### src/rtl/uart_defs_pkg.sv
// Shared UART definitions: data width and receiver state encoding.
package uart_defs_pkg;

  localparam int unsigned UART_DATA_BITS = 8;

  typedef enum logic [2:0] {
    RX_IDLE,
    RX_START,
    RX_DATA,
    RX_STOP,
    RX_WAIT_IDLE
  } rx_state_t;

endpackage

### src/rtl/input_synchroniser.sv
// Two-flop synchroniser for asynchronous inputs, with a configurable reset level.
module input_synchroniser #(
  parameter logic RESET_VALUE = 1'b1
) (
  input  logic clk,
  input  logic rst_n,
  input  logic d,
  output logic q
);

  logic meta;

  always_ff @(posedge clk) begin
    if (!rst_n) begin
      meta <= RESET_VALUE;
      q    <= RESET_VALUE;
    end else begin
      meta <= d;
      q    <= meta;
    end
  end

endmodule

### src/rtl/uart_rx.sv
// 8N1 UART receiver: mid-bit sampling, level-valid handshake, sticky error flag.
module uart_rx
  import uart_defs_pkg::*;
#(
  parameter int unsigned CLOCKS_PER_BIT = 1000
) (
  input  logic                      i_clock,
  input  logic                      i_resetN,
  input  logic                      i_rxSerial,
  input  logic                      i_rxAck,
  input  logic                      i_errorClear,
  output logic [UART_DATA_BITS-1:0] o_rxData,
  output logic                      o_rxValid,
  output logic                      o_rxBusy,
  output logic                      o_framingError,
  output logic                      o_overrun,
  output logic                      o_rxError
);

  localparam int unsigned CNT_W = $clog2(CLOCKS_PER_BIT);
  localparam int unsigned IDX_W = $clog2(UART_DATA_BITS);
  localparam logic [CNT_W-1:0] HALF_LAST = CNT_W'(CLOCKS_PER_BIT / 2 - 1);
  localparam logic [CNT_W-1:0] BIT_LAST  = CNT_W'(CLOCKS_PER_BIT - 1);
  localparam logic [IDX_W-1:0] IDX_LAST  = IDX_W'(UART_DATA_BITS - 1);

  generate
    if (CLOCKS_PER_BIT < 4) begin : g_bad_clocks_per_bit
      $error("uart_rx: CLOCKS_PER_BIT must be at least 4");
    end
  endgenerate

  rx_state_t                 state;
  logic [CNT_W-1:0]          cnt;
  logic [IDX_W-1:0]          bit_idx;
  logic [UART_DATA_BITS-1:0] shift;
  logic                      rx_s;

  input_synchroniser #(
    .RESET_VALUE(1'b1)
  ) u_rx_sync (
    .clk  (i_clock),
    .rst_n(i_resetN),
    .d    (i_rxSerial),
    .q    (rx_s)
  );

  // IDLE is only ever entered with rx_s high (or from reset with the
  // synchroniser preset high), so rx_s low in IDLE is a falling edge.
  always_ff @(posedge i_clock) begin
    if (!i_resetN) begin
      state          <= RX_IDLE;
      cnt            <= '0;
      bit_idx        <= '0;
      shift          <= '0;
      o_rxData       <= '0;
      o_rxValid      <= 1'b0;
      o_rxBusy       <= 1'b0;
      o_framingError <= 1'b0;
      o_overrun      <= 1'b0;
      o_rxError      <= 1'b0;
    end else begin
      o_framingError <= 1'b0;
      o_overrun      <= 1'b0;
      cnt            <= cnt + 1'b1;
      if (i_rxAck && o_rxValid) o_rxValid <= 1'b0;
      if (i_errorClear)         o_rxError <= 1'b0;

      unique case (state)
        RX_IDLE: begin
          cnt <= '0;
          if (!rx_s) begin
            state    <= RX_START;
            o_rxBusy <= 1'b1;
          end
        end
        RX_START: begin
          if (cnt == HALF_LAST) begin
            cnt     <= '0;
            bit_idx <= '0;
            if (rx_s) begin
              state    <= RX_IDLE;
              o_rxBusy <= 1'b0;
            end else begin
              state <= RX_DATA;
            end
          end
        end
        RX_DATA: begin
          if (cnt == BIT_LAST) begin
            cnt     <= '0;
            shift   <= {rx_s, shift[UART_DATA_BITS-1:1]};
            bit_idx <= bit_idx + 1'b1;
            if (bit_idx == IDX_LAST) state <= RX_STOP;
          end
        end
        RX_STOP: begin
          if (cnt == BIT_LAST) begin
            cnt <= '0;
            if (rx_s) begin
              state    <= RX_IDLE;
              o_rxBusy <= 1'b0;
              // Load overrides the same-cycle ack clear above.
              if (!o_rxValid || i_rxAck) begin
                o_rxData  <= shift;
                o_rxValid <= 1'b1;
              end else begin
                o_overrun <= 1'b1;
                o_rxError <= 1'b1;
              end
            end else begin
              state          <= RX_WAIT_IDLE;
              o_framingError <= 1'b1;
              o_rxError      <= 1'b1;
            end
          end
        end
        RX_WAIT_IDLE: begin
          cnt <= '0;
          if (rx_s) begin
            state    <= RX_IDLE;
            o_rxBusy <= 1'b0;
          end
        end
        default: begin
          state    <= RX_IDLE;
          o_rxBusy <= 1'b0;
        end
      endcase
    end
  end

endmodule
### config.mk
export PLATFORM = sky130hd
export DESIGN_NAME = uart_rx
export DESIGN_NICKNAME = d
export VERILOG_FILES = /design/src/rtl/uart_defs_pkg.sv /design/src/rtl/input_synchroniser.sv /design/src/rtl/uart_rx.sv
export SDC_FILE = /design/constraint.sdc
export NUM_CORES = 1
export LEC_CHECK = 0
export ABC_AREA = 1
export BUFFER_PORTS_ARGS = -buffer_cell sky130_fd_sc_hd__clkbuf_2
export CELL_PAD_IN_SITES_DETAIL_PLACEMENT = 1
export CELL_PAD_IN_SITES_GLOBAL_PLACEMENT = 2
export CORE_ASPECT_RATIO = 0.8
export CORE_MARGIN = 2
export CORE_UTILIZATION = 30
export CTS_CLUSTER_DIAMETER = 40
export DETAILED_ROUTE_END_ITERATION = 16
export GPL_TIMING_DRIVEN = 1
export PLACE_DENSITY_LB_ADDON = 0.1
export SLEW_MARGIN = 25
export SYNTH_ARGS = -nofsm -noshare
export SYNTH_HDL_FRONTEND = slang
export SYNTH_HIERARCHICAL = 1
export SYNTH_SLANG_ARGS = --single-unit
### constraint.sdc
create_clock -name i_clock -period 2.15 [get_ports i_clock]
set_clock_uncertainty 0.15 [all_clocks]
set_input_delay 0.1075 -clock i_clock [delete_from_list [all_inputs] [get_ports i_clock]]
set_output_delay 0.1075 -clock i_clock [all_outputs]
set_load 0.05 [all_outputs]
==> impl_metrics.py <==
metrics = {
    "timing": {
        "fmax_mhz": 542,
        "rsz0062_at_grt": "no",
        "relSlewSlack_pct": 62.7,
        "min_period_ns": 1.84,
        "fin_tns_setup_ns": 0,
        "final.period_utilization_pct": 85.8,
        "setup_viol": 0,
        "finalMaxSlewViolations": 0,
        "tightest_slew_ns": 0.559,
        "hold_violations": 0,
    },
    "drt": {
        "viasPerCell": 4.70,
        "first_pass_iters": 4,
        "drc": 0,
        "antenna_left": 0,
        "wl_mm": 3.87,
        "vias": 1453,
        "drt-wirelength-per-cell_um": 12.5,
        "dr.first_iter.drc_count": 43,
    },
    "hold_path": {
        "hold_depth": 2,
        "min_from": "i_resetN",
        "hold_end": "u_rx_sync/q",
        "hp-class": "in2reg",
    },
    "yosys": {
        "yosys.area.top_type": "dfxtp_1",
        "syn_area_um2": 1660,
        "ys_seq_elements": 39,
        "ys.warnings.count": 6,
        "syn_inst": 220,
        "yosysTopAreaCellShare_pct": 47.1,
        "async_flop_share_pct": 0,
        "ys_top_cells_by_area": "dfxtp_1 47%, nor2_1 11%, nand2_1 6.6%",
        "syn-num-nets": 229,
        "post_synth_num_cell_types": 28,
        "syn_avg_cell_area_um2": 7.54,
        "synth.yosys.seq_area_share_pct": 47.1,
        "synth_edf_count": 0,
        "synthFlopType": "dfxtp_1",
    },
    "die": {
        "ios": 18,
        "die_height_um": 70.5,
        "core_um2": 5410,
        "start_util_pct": 30.7,
        "die_w_um": 87.1,
        "row_count": 24,
        "die_area_um2": 6150,
    },
    "final_layout": {
        "final_cell_mix": "47 x nor2_1, 39 x dfxtp_1, 29 x nand2_1",
        "layout-drive-gt1-share_pct": 15.6,
        "diodes": 0,
        "post-route-cell-area_um2": 1940,
        "fillCellCount": 686,
        "layout_commonest_cell": "nor2_1",
        "final_nets": 252,
        "syn2layout_area_growth_pct": 16.7,
    },
    "critical_path": {
        "cpMaxStageDelayCell": "dfxtp_1",
        "crit_required_ns": 2.17,
        "start_kind": "register",
        "crit_fanout": 16,
        "reg2reg_from": "cnt[0]",
        "ff2ff_path_depth": 8,
        "cp_cell_sequence": "ha_1 > nand2_1 > nor2_1 > nand3_2 > nor2_2 > nand2_2 > o21ai_0 > a21oi_1",
        "arrival_ns": 1.87,
        "slowest_delay_ns": 0.39,
        "r2r-end": "o_rxData[5]",
        "timing.critical_path.buf_inv": 0,
        "path_delay_family": "simple AND/OR/NAND/NOR gates",
        "critPathLaunch": "cnt[0]",
        "crit_path_end_kind": "register",
        "rrSetupSlack_ns": 0.31,
        "worstSetupPathType": "reg2reg",
    },
    "flow_run": {
        "maxCapViolCount": 0,
    },
    "global_route": {
        "antenna_found_initial": 0,
        "grt_max_degree": 30,
        "grt.overflow.total": 0,
        "grt_usage_pct": 14.3,
        "grt_first_pass_wirelength_mm": 7.06,
        "grt_pass1_vias": 1535,
    },
    "power_and_ir_drop": {
        "powerDensity_nw_per_um2": 994,
        "p_leak_uw": 0.000826,
        "ir_worst_vdd_uv": 294,
    },
    "status": {
        "status": "completed",
    },
    "clock_tree": {
        "clk_pin_slew_ns": 0.08,
        "cts_root_buf": "clkbuf_8",
        "clockBufferDepth": 2,
        "cts_made_buffers": 5,
        "htree_levels": 2,
        "tritoncts": "built",
        "clk_latency_ns": 0.29,
        "cts.sinks": 39,
    },
    "placement": {
        "routabilityCongestion": 0.745,
        "dpl.hpwl_mm": 2.89,
        "port_buffers": 17,
        "placed_area_um2": 1800,
    },
}
## synthesized netlist by cell type (all sizes together) (3+ instances only)
| master | n |
|---|---|
| nand2 | 32 |
| ha | 4 |
| nor3 | 3 |
| dfxtp | 39 |
| nor2 | 50 |
| buf | 3 |
| a21oi | 16 |
| inv | 27 |
| xor2 | 5 |
| o21ai | 20 |
| nand3 | 9 |
## worst max-delay path by stage
| stage | endpoint | slack (ns) | depth (start not counted) |
|---|---|---|---|
| 2_1_floorplan | o_rxData[3] | 0.58 | 9 |
| 3_3_place_gp | bit_idx[2] | 0.37 | 10 |
| 3_5_place_dp | bit_idx[2] | 0.22 | 10 |
| 4_1_cts | bit_idx[2] | 0.21 | 10 |
| 5_1_grt | o_rxData[5] | 0.06 | 8 |
| 6_report | o_rxData[5] | 0.31 | 8 |
## kinds of logic after synthesis
group | share of synthesized area (%)
flops | 47.1
simple gates | 25.8
buf+inv | 8.14
xor+xnor | 3.70
fa+ha+maj | 3.02
compound gates | 12.3
## where the power goes
group,total [uW],switching (uW),internal (uW),leakage (uW)
registers,847,60.8,786,0.000316
logic,518,351,167,0.000460
clock network,559,267,292,0.0000505
## final cells by class
cell class              count  area, um^2  share of cell area, %
inverters                  27         101                   5.24
flip-flops and latches     39         781                   40.3
multi-input cells         149         746                   38.5
clock buffers               7        96.3                   4.98
repair buffers             21         123                   6.33
clock inverters             1        7.51                  0.388
well taps                  65        81.3                   4.20
## metal layers
layer	GRT usage, %	up-vias	wire, um	part of all wire (%)
met5	0	-	0	0
met4	4.10	0	40	1.0
met3	3.66	4	117	3.0
met2	23.7	17	1830	47
met1	18.5	688	1880	49
li1	-	744	-	-
## through the flow
step                std cells  total power (uW)  setup slack, ns  utilization (%)  hold WS (ns)
CTS                       309              1970            0.210             35.8         0.204
finish                    309              1920            0.306             35.8         0.196
global placement          298              1370            0.365             33.3         0.142
detailed placement        298              1390            0.224             33.3         0.148
global route              309              2090           0.0585             35.8         0.268
floorplan                 220              1260            0.578                -        0.0262
## flip-flops by register name, summed over array words and instances, names as in the netlist
name and cells:
o_rxData 8, o_framingError 1, u_rx_sync/q 1, o_rxValid 1, cnt 10, o_rxError 1
shift 8, u_rx_sync/meta 1, o_rxBusy 1, state 3, o_overrun 1, bit_idx 3
## repair_timing
item / in CTS / in global routing
setup endpoints to repair: 0 / 2
hold buffers: 3 / 0
setup buffers: 0 / 0
hold endpoints to repair: 4 / 0
gates resized for setup: 0 / 1
(Power assumes the default switching activity.)
